--- src/rtl/sparc_ifu_thrsched_pkg.sv ---
// ---------------------------------------------------------------------------
// sparc_ifu_thrsched_pkg
//   Shared definitions for the IFU thread scheduler:
//   - THRFSM_* state codes exactly as driven by the per-thread sparc_ifu_thrfsm
//   - decoded per-thread view (ready / speculatively ready / running)
//   - helper sizing the run-quantum counter
// ---------------------------------------------------------------------------
package sparc_ifu_thrsched_pkg;

   // Thread FSM state codes (mirror of the THRFSM_* defines in ifu.h).
   localparam logic [4:0] THRFSM_IDLE     = 5'b00000;
   localparam logic [4:0] THRFSM_HALT     = 5'b00010;
   localparam logic [4:0] THRFSM_WAIT     = 5'b00001;
   localparam logic [4:0] THRFSM_RDY      = 5'b11001;
   localparam logic [4:0] THRFSM_SPEC_RDY = 5'b10011;
   localparam logic [4:0] THRFSM_RUN      = 5'b00101;
   localparam logic [4:0] THRFSM_SPEC_RUN = 5'b00111;

   typedef struct packed {
      logic rdy;   // ready, non-speculative
      logic srdy;  // ready, speculative
      logic run;   // owns the pipe (RUN or SPEC_RUN)
   } thr_dec_t;

   // Any code outside the known set decodes as neither ready nor running.
   function automatic thr_dec_t decode_state(input logic [4:0] s);
      thr_dec_t d;
      d.rdy  = (s == THRFSM_RDY);
      d.srdy = (s == THRFSM_SPEC_RDY);
      d.run  = (s == THRFSM_RUN) || (s == THRFSM_SPEC_RUN);
      return d;
   endfunction

   // Counter must hold QUANTUM-1; never narrower than one bit.
   function automatic int cnt_width(input int quantum);
      return (quantum <= 2) ? 1 : $clog2(quantum);
   endfunction

endpackage

--- src/rtl/sparc_ifu_rrarb.sv ---
// ---------------------------------------------------------------------------
// sparc_ifu_rrarb
//   N-wide round-robin priority picker. Searches req_i circularly starting
//   at ptr_i+1 and ending at ptr_i, so the previous winner has lowest priority.
// Ports
//   req_i  [N-1:0]   request vector
//   ptr_i  [IW-1:0]  last granted index (must be < N)
//   gnt_o  [N-1:0]   one-hot grant, zero when no request
//   id_o   [IW-1:0]  encoded grant index, zero when no request
// ---------------------------------------------------------------------------
module sparc_ifu_rrarb #(
   parameter int N  = 4,
   parameter int IW = (N > 1) ? $clog2(N) : 1
) (
   input  logic [N-1:0]  req_i,
   input  logic [IW-1:0] ptr_i,
   output logic [N-1:0]  gnt_o,
   output logic [IW-1:0] id_o
);

   logic [IW-1:0] idx;
   logic          found;

   always_comb begin
      // NOTE: every variable written here gets a default before any branch;
      // otherwise a path that skips the assignment would infer a latch.
      gnt_o = '0;
      id_o  = '0;
      found = 1'b0;
      idx   = '0;
      for (int k = 1; k <= N; k++) begin
         idx = IW'((int'(ptr_i) + k) % N);
         if (!found && req_i[idx]) begin
            found      = 1'b1;
            gnt_o[idx] = 1'b1;
            id_o       = idx;
         end
      end
   end

endmodule

--- src/rtl/sparc_ifu_thrsched.sv ---
// ---------------------------------------------------------------------------
// sparc_ifu_thrsched
//   Thread scheduler for the per-thread sparc_ifu_thrfsm instances. Picks one
//   ready thread round-robin (non-speculative before speculative), drives the
//   one-hot schedule and the common switch_out, and keeps a running thread on
//   the pipe for at least QUANTUM cycles while others wait.
// Ports
//   clk         in   core clock
//   arst_l      in   asynchronous active-low reset
//   thr_state   in   5*NTHR thread states, thread i at [5i+4:5i]
//   fcl_hold    in   pipeline hold; no scheduling decision this cycle
//   schedule    out  one-hot: switch thread i in
//   switch_out  out  switch the running thread out
//   sched_tid   out  id of the last thread scheduled (registered)
//   sched_vld   out  some thread is RUN or SPEC_RUN
//   sched_err   out  sticky: more than one thread running at once
// ---------------------------------------------------------------------------
module sparc_ifu_thrsched
   import sparc_ifu_thrsched_pkg::*;
#(
   parameter  int NTHR    = 4,
   parameter  int QUANTUM = 1,
   localparam int TW      = (NTHR > 1) ? $clog2(NTHR) : 1
) (
   input  logic              clk,
   input  logic              arst_l,
   input  logic [5*NTHR-1:0] thr_state,
   input  logic              fcl_hold,
   output logic [NTHR-1:0]   schedule,
   output logic              switch_out,
   output logic [TW-1:0]     sched_tid,
   output logic              sched_vld,
   output logic              sched_err
);

   localparam int            CW   = cnt_width(QUANTUM);
   localparam logic [CW-1:0] QMAX = CW'(QUANTUM - 1);

   logic [NTHR-1:0] rdy, srdy, run, cand, grant;
   logic [TW-1:0]   pick;
   logic            go, qhit, multi_run;

   logic [TW-1:0]   rr_ptr_q, rr_ptr_d;
   logic [TW-1:0]   sched_tid_q, sched_tid_d;
   logic [CW-1:0]   qcnt_q, qcnt_d;
   logic            sched_err_q, sched_err_d;

   for (genvar i = 0; i < NTHR; i++) begin : g_dec
      thr_dec_t dec;
      assign dec     = decode_state(thr_state[5*i +: 5]);
      assign rdy[i]  = dec.rdy;
      assign srdy[i] = dec.srdy;
      assign run[i]  = dec.run;
   end

   assign sched_vld = |run;
   // Speculative threads are only considered when no thread is plainly ready.
   assign cand      = (|rdy) ? rdy : srdy;
   assign qhit      = (qcnt_q >= QMAX);
   // arst_l in the product forces schedule/switch_out low while in reset.
   assign go        = arst_l & ~fcl_hold & (|cand) & (~sched_vld | qhit);
   // Clearing the lowest set bit leaves something only if two or more were set.
   assign multi_run = |(run & (run - NTHR'(1)));

   sparc_ifu_rrarb #(.N(NTHR), .IW(TW)) u_rrarb (
      .req_i (cand),
      .ptr_i (rr_ptr_q),
      .gnt_o (grant),
      .id_o  (pick)
   );

   assign schedule   = go ? grant : '0;
   assign switch_out = go & sched_vld;
   assign sched_tid  = sched_tid_q;
   assign sched_err  = sched_err_q;

   always_comb begin
      rr_ptr_d    = rr_ptr_q;
      sched_tid_d = sched_tid_q;
      qcnt_d      = qcnt_q;
      sched_err_d = sched_err_q | multi_run;
      if (go) begin
         rr_ptr_d    = pick;
         sched_tid_d = pick;
         qcnt_d      = '0;
      end else if (sched_vld) begin
         if (!qhit) qcnt_d = qcnt_q + CW'(1);
      end else begin
         qcnt_d = '0;
      end
   end

   // NOTE: state registers use non-blocking assignments so every flop samples
   // the pre-edge values; all of them are reset, rr_ptr to NTHR-1 so that
   // thread 0 is the first winner.
   always_ff @(posedge clk or negedge arst_l) begin
      if (!arst_l) begin
         rr_ptr_q    <= TW'(NTHR - 1);
         sched_tid_q <= '0;
         qcnt_q      <= '0;
         sched_err_q <= 1'b0;
      end else begin
         rr_ptr_q    <= rr_ptr_d;
         sched_tid_q <= sched_tid_d;
         qcnt_q      <= qcnt_d;
         sched_err_q <= sched_err_d;
      end
   end

endmodule

--- config.mk ---
export PLATFORM = sky130hd
export DESIGN_NAME = sparc_ifu_thrsched
export DESIGN_NICKNAME = d
export VERILOG_FILES = /design/src/rtl/sparc_ifu_thrsched_pkg.sv /design/src/rtl/sparc_ifu_rrarb.sv /design/src/rtl/sparc_ifu_thrsched.sv
export SDC_FILE = /design/constraint.sdc
export NUM_CORES = 1
export LEC_CHECK = 0
export ABC_AREA = 0
export BUFFER_PORTS_ARGS = -buffer_cell sky130_fd_sc_hd__buf_2
export CORE_UTILIZATION = 38
export CTS_BUF_LIST = sky130_fd_sc_hd__clkbuf_4
export DETAILED_ROUTE_END_ITERATION = 7
export PLACE_DENSITY = 0.58
export SLEW_MARGIN = 20
export SYNTH_ARGS = -nofsm -noshare
export SYNTH_HDL_FRONTEND = slang
export SYNTH_SLANG_ARGS = --single-unit
--- constraint.sdc ---
create_clock -name clk -period 4.9 [get_ports clk]
set_input_delay 0 -clock clk [delete_from_list [all_inputs] [get_ports clk]]
set_output_delay 0 -clock clk [all_outputs]
set_load 0.05 [all_outputs]
# Yosys cells after proc, flatten, opt, wreduce, memory -nomap -nowiden
# Cells that the tools add are included.
[word_totals]
latchBits = 0
n_memories = 0
mem_bits_rw = 0
reg_bits = 6
in_bits = 23
mem_bits_ro = 0
out_inout_bits = 9
elab_cells = 98
[classes]
shift = 0
reduce_logical = 18
n_mux = 32
n_addsub = 6
eq_ne = 17
n_mul = 0
n_bitwise = 12
div_mod_pow = 0
magnitude_cmp = 9
[op_table]
columns = ["cell", "n"]
rows = [
  ["equality test 5 x 3 -> 1 bit (second input constant)", 8],
  ["equality test 5 bit (second input constant)", 8],
  ["two-way mux 4 bit", 6],
  ["OR reduction 4 bit", 4],
  ["two-way mux 1 bit", 14],
  ["< comparator 2 x 3 -> 1 bit (second input constant)", 4],
  ["bitwise OR 4 bit", 3],
  ["binary-select mux 1 bit (select 2 bit)", 4],
  ["demux 1 bit (select 2 bit)", 4],
  ["greater-or-equal comparator 2 x 1 -> 1 bit (second input constant)", 4],
  ["two-way mux 2 bit", 4],
  ["logical AND 1 bit", 7],
  ["adder 2 x 1 -> 2 bit (second input constant)", 2],
  ["adder 2 bit (second input constant)", 2],
  ["bitwise AND 1 bit", 4],
  ["bitwise AND 4 bit", 1],
  ["logical OR 1 bit", 4],
  ["subtractor 4 x 1 -> 4 bit (second input constant)", 1],
  ["zero test 1 bit", 3],
  ["!= test 3 bit (second input constant)", 1],
  ["inverter 1 bit", 2],
  ["bitwise OR 1 bit", 2],
  ["adder 1 bit (second input constant)", 1],
  ["greater-or-equal comparator 1 bit (second input constant)", 1],
]

# Longest topological paths before layout
[logic_depth]
ltp_word = 16
mapped_depth = 9
mapped_depth_nobuf = 7

# Cells and area by module
# Synthesis repeated with hierarchy kept, for this count alone.
[hier_totals]
cells_unflattened = 110
area_unflattened_um2 = 977.2
[modules_own_cells]
columns = ["module", "cells_each", "n_inst", "area_each_um2", "seq_area_each_um2"]
rows = [
  ["sparc_ifu_rrarb", 59, 1, 490.5, 0.0],
  ["sparc_ifu_thrsched", 51, 1, 486.7, 127.6],
]

# Worst setup path after synthesis
# OpenSTA, ideal clock, no wires.
[synth_timing]
path_type = "register -> output"
start = "register rr_ptr_q[0]"
end = "output schedule[0]"
required_ns = 4.900
path_buffers = 2
arrival_ns = 2.911
stages_incl_launch_ff = 9
setup_slack_ns = 1.989
path_cell_list = "dfstp_2 -> clkbuf_8 -> clkinv_1 -> ha_1 -> clkbuf_4 -> inv_1 -> mux4_2 -> nor4b_4 -> o2bb2ai_1"
[synth_between]
elab_chain_cells = 14
elab_cells_between_ends = 49
classes_between = "add/sub (4); order compare (8); mux (24); bitwise (3); reduce/logical (10)"
[synth_rtl]
columns = ["item", "line", "rtl"]
rows = [
  ["from (decl)", "sparc_ifu_thrsched.sv:43", "logic [TW-1:0] rr_ptr_q, rr_ptr_d;"],
  ["from (signal assigned)", "sparc_ifu_thrsched.sv:98", "rr_ptr_q <= TW'(NTHR - 1);"],
  ["from (signal assigned)", "sparc_ifu_thrsched.sv:103", "rr_ptr_q <= rr_ptr_d;"],
  ["branches (longest 12 deep; another with < comparator 2 x 3 -> 1 bit)", "n/a", ""],
  ["two-way mux 4 bit (*)", "sparc_ifu_rrarb.sv:33", "if (!found && req_i[idx]) begin"],
  ["two-way mux 4 bit (*)", "sparc_ifu_thrsched.sv:72", "assign schedule = go ? grant : '0;"],
  ["to (decl)", "sparc_ifu_thrsched.sv:29", "output logic [NTHR-1:0] schedule,"],
]
# Mark *: on every way between the ends. The select of a mux whose other input is x is not followed.

# Worst setup path in the final report
[layout_timing]
start = "register rr_ptr_q[0]"
end = "output schedule[2]"
# The elaborated chain is that of the path after synthesis.

==> impl_metrics.csv <==
group,metric,value,unit
pwr,switching_share,51.05,%
synthesis,synth.yosys.warnings,0,
sta,timing.final.crit_share,69.08,%
pwr,total_power,0.3846,mW
drt,antenna_left,0,
synthesis,synth_fp_nets,146,
sta,rsz0062_at_grt,"no",
placed_design,place_hpwl,2187,um
grt,grt_pass1_vias,1027,
sta,finalSetupTns,0,ns
grt,gr-total-overflow,0,
synthesis,synth.top_cell.area_share,9.434,%
synthesis,ys_top_cells_by_area,"ha_1 (9.4%), mux4_2 (8.5%), dfrtp_1 (7.1%)",
critical_path,regToRegSetupSlack,1.96,ns
drt,wl_per_cell,14.92,um
clock_tree,clk_pin_slew,0.05,ns
pwr,p_leak,0.5269,nW
sta,worst-slew-pin-transition,0.7528,ns
grt,grt_usage,19.92,%
pwr,p_switching,0.1964,mW
clock_tree,cts-resized-gates,0,
critical_path,crit_path_frequent_cell,"mux2i_1",
hold_path,hp-class,"input pin to async pin",
pwr,clkPwrFrac,12.4,%
pwr,powerDensity,303.8,mW/mm^2
layout,layout_common_cells,"buf_2 (31), nand2_1 (10), ha_1 (8)",
layout,nets,180,
clock_tree,cts-hold-fix-buffers,1,
layout,final_common_cell,"buf_2",
outcome,outcome,"finished clean",
die,die_w,54.84,um
synthesis,ys_seq_area_share,12.03,%
clock_tree,clock_latency,0.24,ns
drt,drc,0,
synthesis,yosys.area.top_type,"ha_1",
synthesis,syn_inst,115,
grt,grt_pass1_wl,4353,um
clock_tree,max-clock-path-buffers,2,
synthesis,synthesis.area,0.001061,mm^2
layout,multiInputGateArea,885.9,um^2
synthesis,ys.flop_type,"dfrtp_1",
placed_design,gp_congestion,0.8594,
drt,drt_iter0_drc,36,
synthesis,synth_enable_flop_cells,0,
grt,grt_max_degree,14,
critical_path,path_delay_family,"multiplexers",
grt,antenna_found_initial,0,
critical_path,critPathSlowestCell,"dfstp_2",
sta,setup_viol,0,
layout,seqCellArea,127.6,um^2
die,num_rows,18,
sta,clock_skew,0.008914,ns
clock_tree,cts_sinks,5,
pwr,comb_power_share,63.1,%
layout,syn_to_final_growth,19.34,%
sta,drv_slew,0,
sta,hold_viol,0,
job,drv_cap,0,
layout,diodes,0,
die,chipHeight,54.84,um
critical_path,cp_data_arrival_time,3.39,ns
drt,viasPerCell,6.180,
synthesis,avgSynthCellArea,9.226,um^2
layout,drive_gt1_share,39.19,%
synthesis,synth-async-reset-ratio,100.0,%
sta,slew_headroom,48.38,%
synthesis,ys_types,50,
critical_path,startpoint_type,"register",
critical_path,path_buf_inv,2,
critical_path,cp_max_fo,13,
placed_design,port-buffer-count,31,
critical_path,slowest_delay,0.66,ns
clock_tree,post_cts_buffers,0,
die,start_util,41.33,%
critical_path,cp.required,4.90,ns
drt,dr.pass1.iters,4,
pwr,seq_power_share,24.5,%
pwr,peakVddDrop,0.0003138,V
critical_path,path_cells,"clkinv_1, ha_1, mux2i_1, mux2i_1, nor4b_4, o2bb2ai_1, buf_2",
die,dieArea,0.003007,mm^2
clock_tree,numCtsBuffers,3,
critical_path,critPathCaptureType,"primary output",
pwr,intPower,0.1883,mW
critical_path,crit_type,"register to primary output",
clock_tree,cts.htree.levels,1,
layout,n_fill_cell,259,
drt,num_vias,1100,
clock_tree,cts_root_buf,"clkbuf_4",
drt,drt-total-wl,2655,um
sta,fmax,0.2954,GHz
sta,layout_min_cycle_time,3.385,ns
die,core-area,0.002567,mm^2
die,io_pins,32,
synthesis,synth_seq_cells,5,
clock_tree,cts_tree,"done",
## cell families after synthesis
kind of cell / after synthesis / share of synthesized area [%]
flip-flops: 5 / 12.03
AND/OR/NAND/NOR: 48 / 32.78
AO/OA/AOI/OAI: 38 / 29.01
multiplexers: 8 / 12.26
buffers and inverters: 8 / 4.481
adder cells (fa/ha/maj): 8 / 9.434
## cell usage after synthesis, drive strengths merged, types with 2 or more instances
| master | number |
|---|---|
| a21boi | 2 |
| a21oi | 2 |
| and2 | 2 |
| and3 | 4 |
| and4bb | 4 |
| clkbuf | 3 |
| dfrtp | 3 |
| dfstp | 2 |
| ha | 8 |
| inv | 3 |
| mux2i | 4 |
| mux4 | 4 |
| nand2 | 10 |
| nand3 | 7 |
| nand4b | 3 |
| nor2 | 5 |
| nor4bb | 2 |
| o211ai | 3 |
| o21a | 2 |
| o21ai | 6 |
| o21bai | 2 |
| o22ai | 2 |
| o2bb2ai | 4 |
| o31a | 4 |
| o31ai | 5 |
| or2 | 2 |
| or2b | 2 |
| or4bb | 2 |
## path summary, 6_finish.rpt
path                          startpoint            to  depth (start not counted)
setup / recovery             rr_ptr_q[0]   schedule[2]                          7
hold / removal                    arst_l  sched_tid[1]                          2
setup reg to reg             rr_ptr_q[0]   rr_ptr_q[0]                          7
hold reg to reg                sched_err     sched_err                          1
max in group asynchronous         arst_l   rr_ptr_q[1]                          2
min in group clk           thr_state[18]     sched_err                          4
## area by class of cell
| class | count | area share, % |
|---|---|---|
| tap | 30 | 2.964 |
| sequential | 5 | 10.08 |
| clock inverter | 1 | 0.3953 |
| clock buffer | 3 | 1.779 |
| multi-input combinational | 102 | 69.96 |
| timing repair buffer | 33 | 13.64 |
| inverter | 4 | 1.186 |
## metrics by stage
stage               setup slack, ns  hold WS, ns  util [%]  area, um^2  std cells
finish                        1.515      0.09522     49.32        1266        178
detailed placement            1.854      -0.1738     47.86        1229        173
global route                  1.344       0.1189     49.32        1266        178
global placement              1.985      -0.1804     47.86        1229        173
CTS                           1.592      0.09329     49.32        1266        178
floorplan                     1.989      -0.2956         -        1061        115
## sequential cells by signal (all words and copies together) (netlist names)
signal     flops
sched_tid      2
rr_ptr_q       2
sched_err      1
## metal layers
layer,vias up,global-route usage [%],routed length [um]
met5,-,0,0
met4,0,3.419,8
met3,2,3.611,136
met2,40,33.53,1296
met1,522,26.41,1214
li1,536,-,-
## power by group through the flow
| stage | clock, mW | combinational [mW] | sequential (mW) |
|---|---|---|---|
| 3_5_place_dp | 0 | 0.241 | 0.0953 |
| 6_report | 0.0477 | 0.243 | 0.0941 |
| 5_1_grt | 0.0521 | 0.264 | 0.0992 |
| 2_1_floorplan | 0 | 0.169 | 0.116 |
| 3_3_place_gp | 0 | 0.236 | 0.0926 |
| 4_1_cts | 0.0493 | 0.242 | 0.0954 |
## worst register-to-register path: stages (launching register included)
cell,delay [ns]
dfstp_2,0.66
clkinv_1,0.31
ha_1,0.49
inv_1,0.14
mux4_2,0.62
o21ai_0,0.21
a21boi_0,0.12
o22ai_1,0.29
Power figures use the tool's default switching activity.
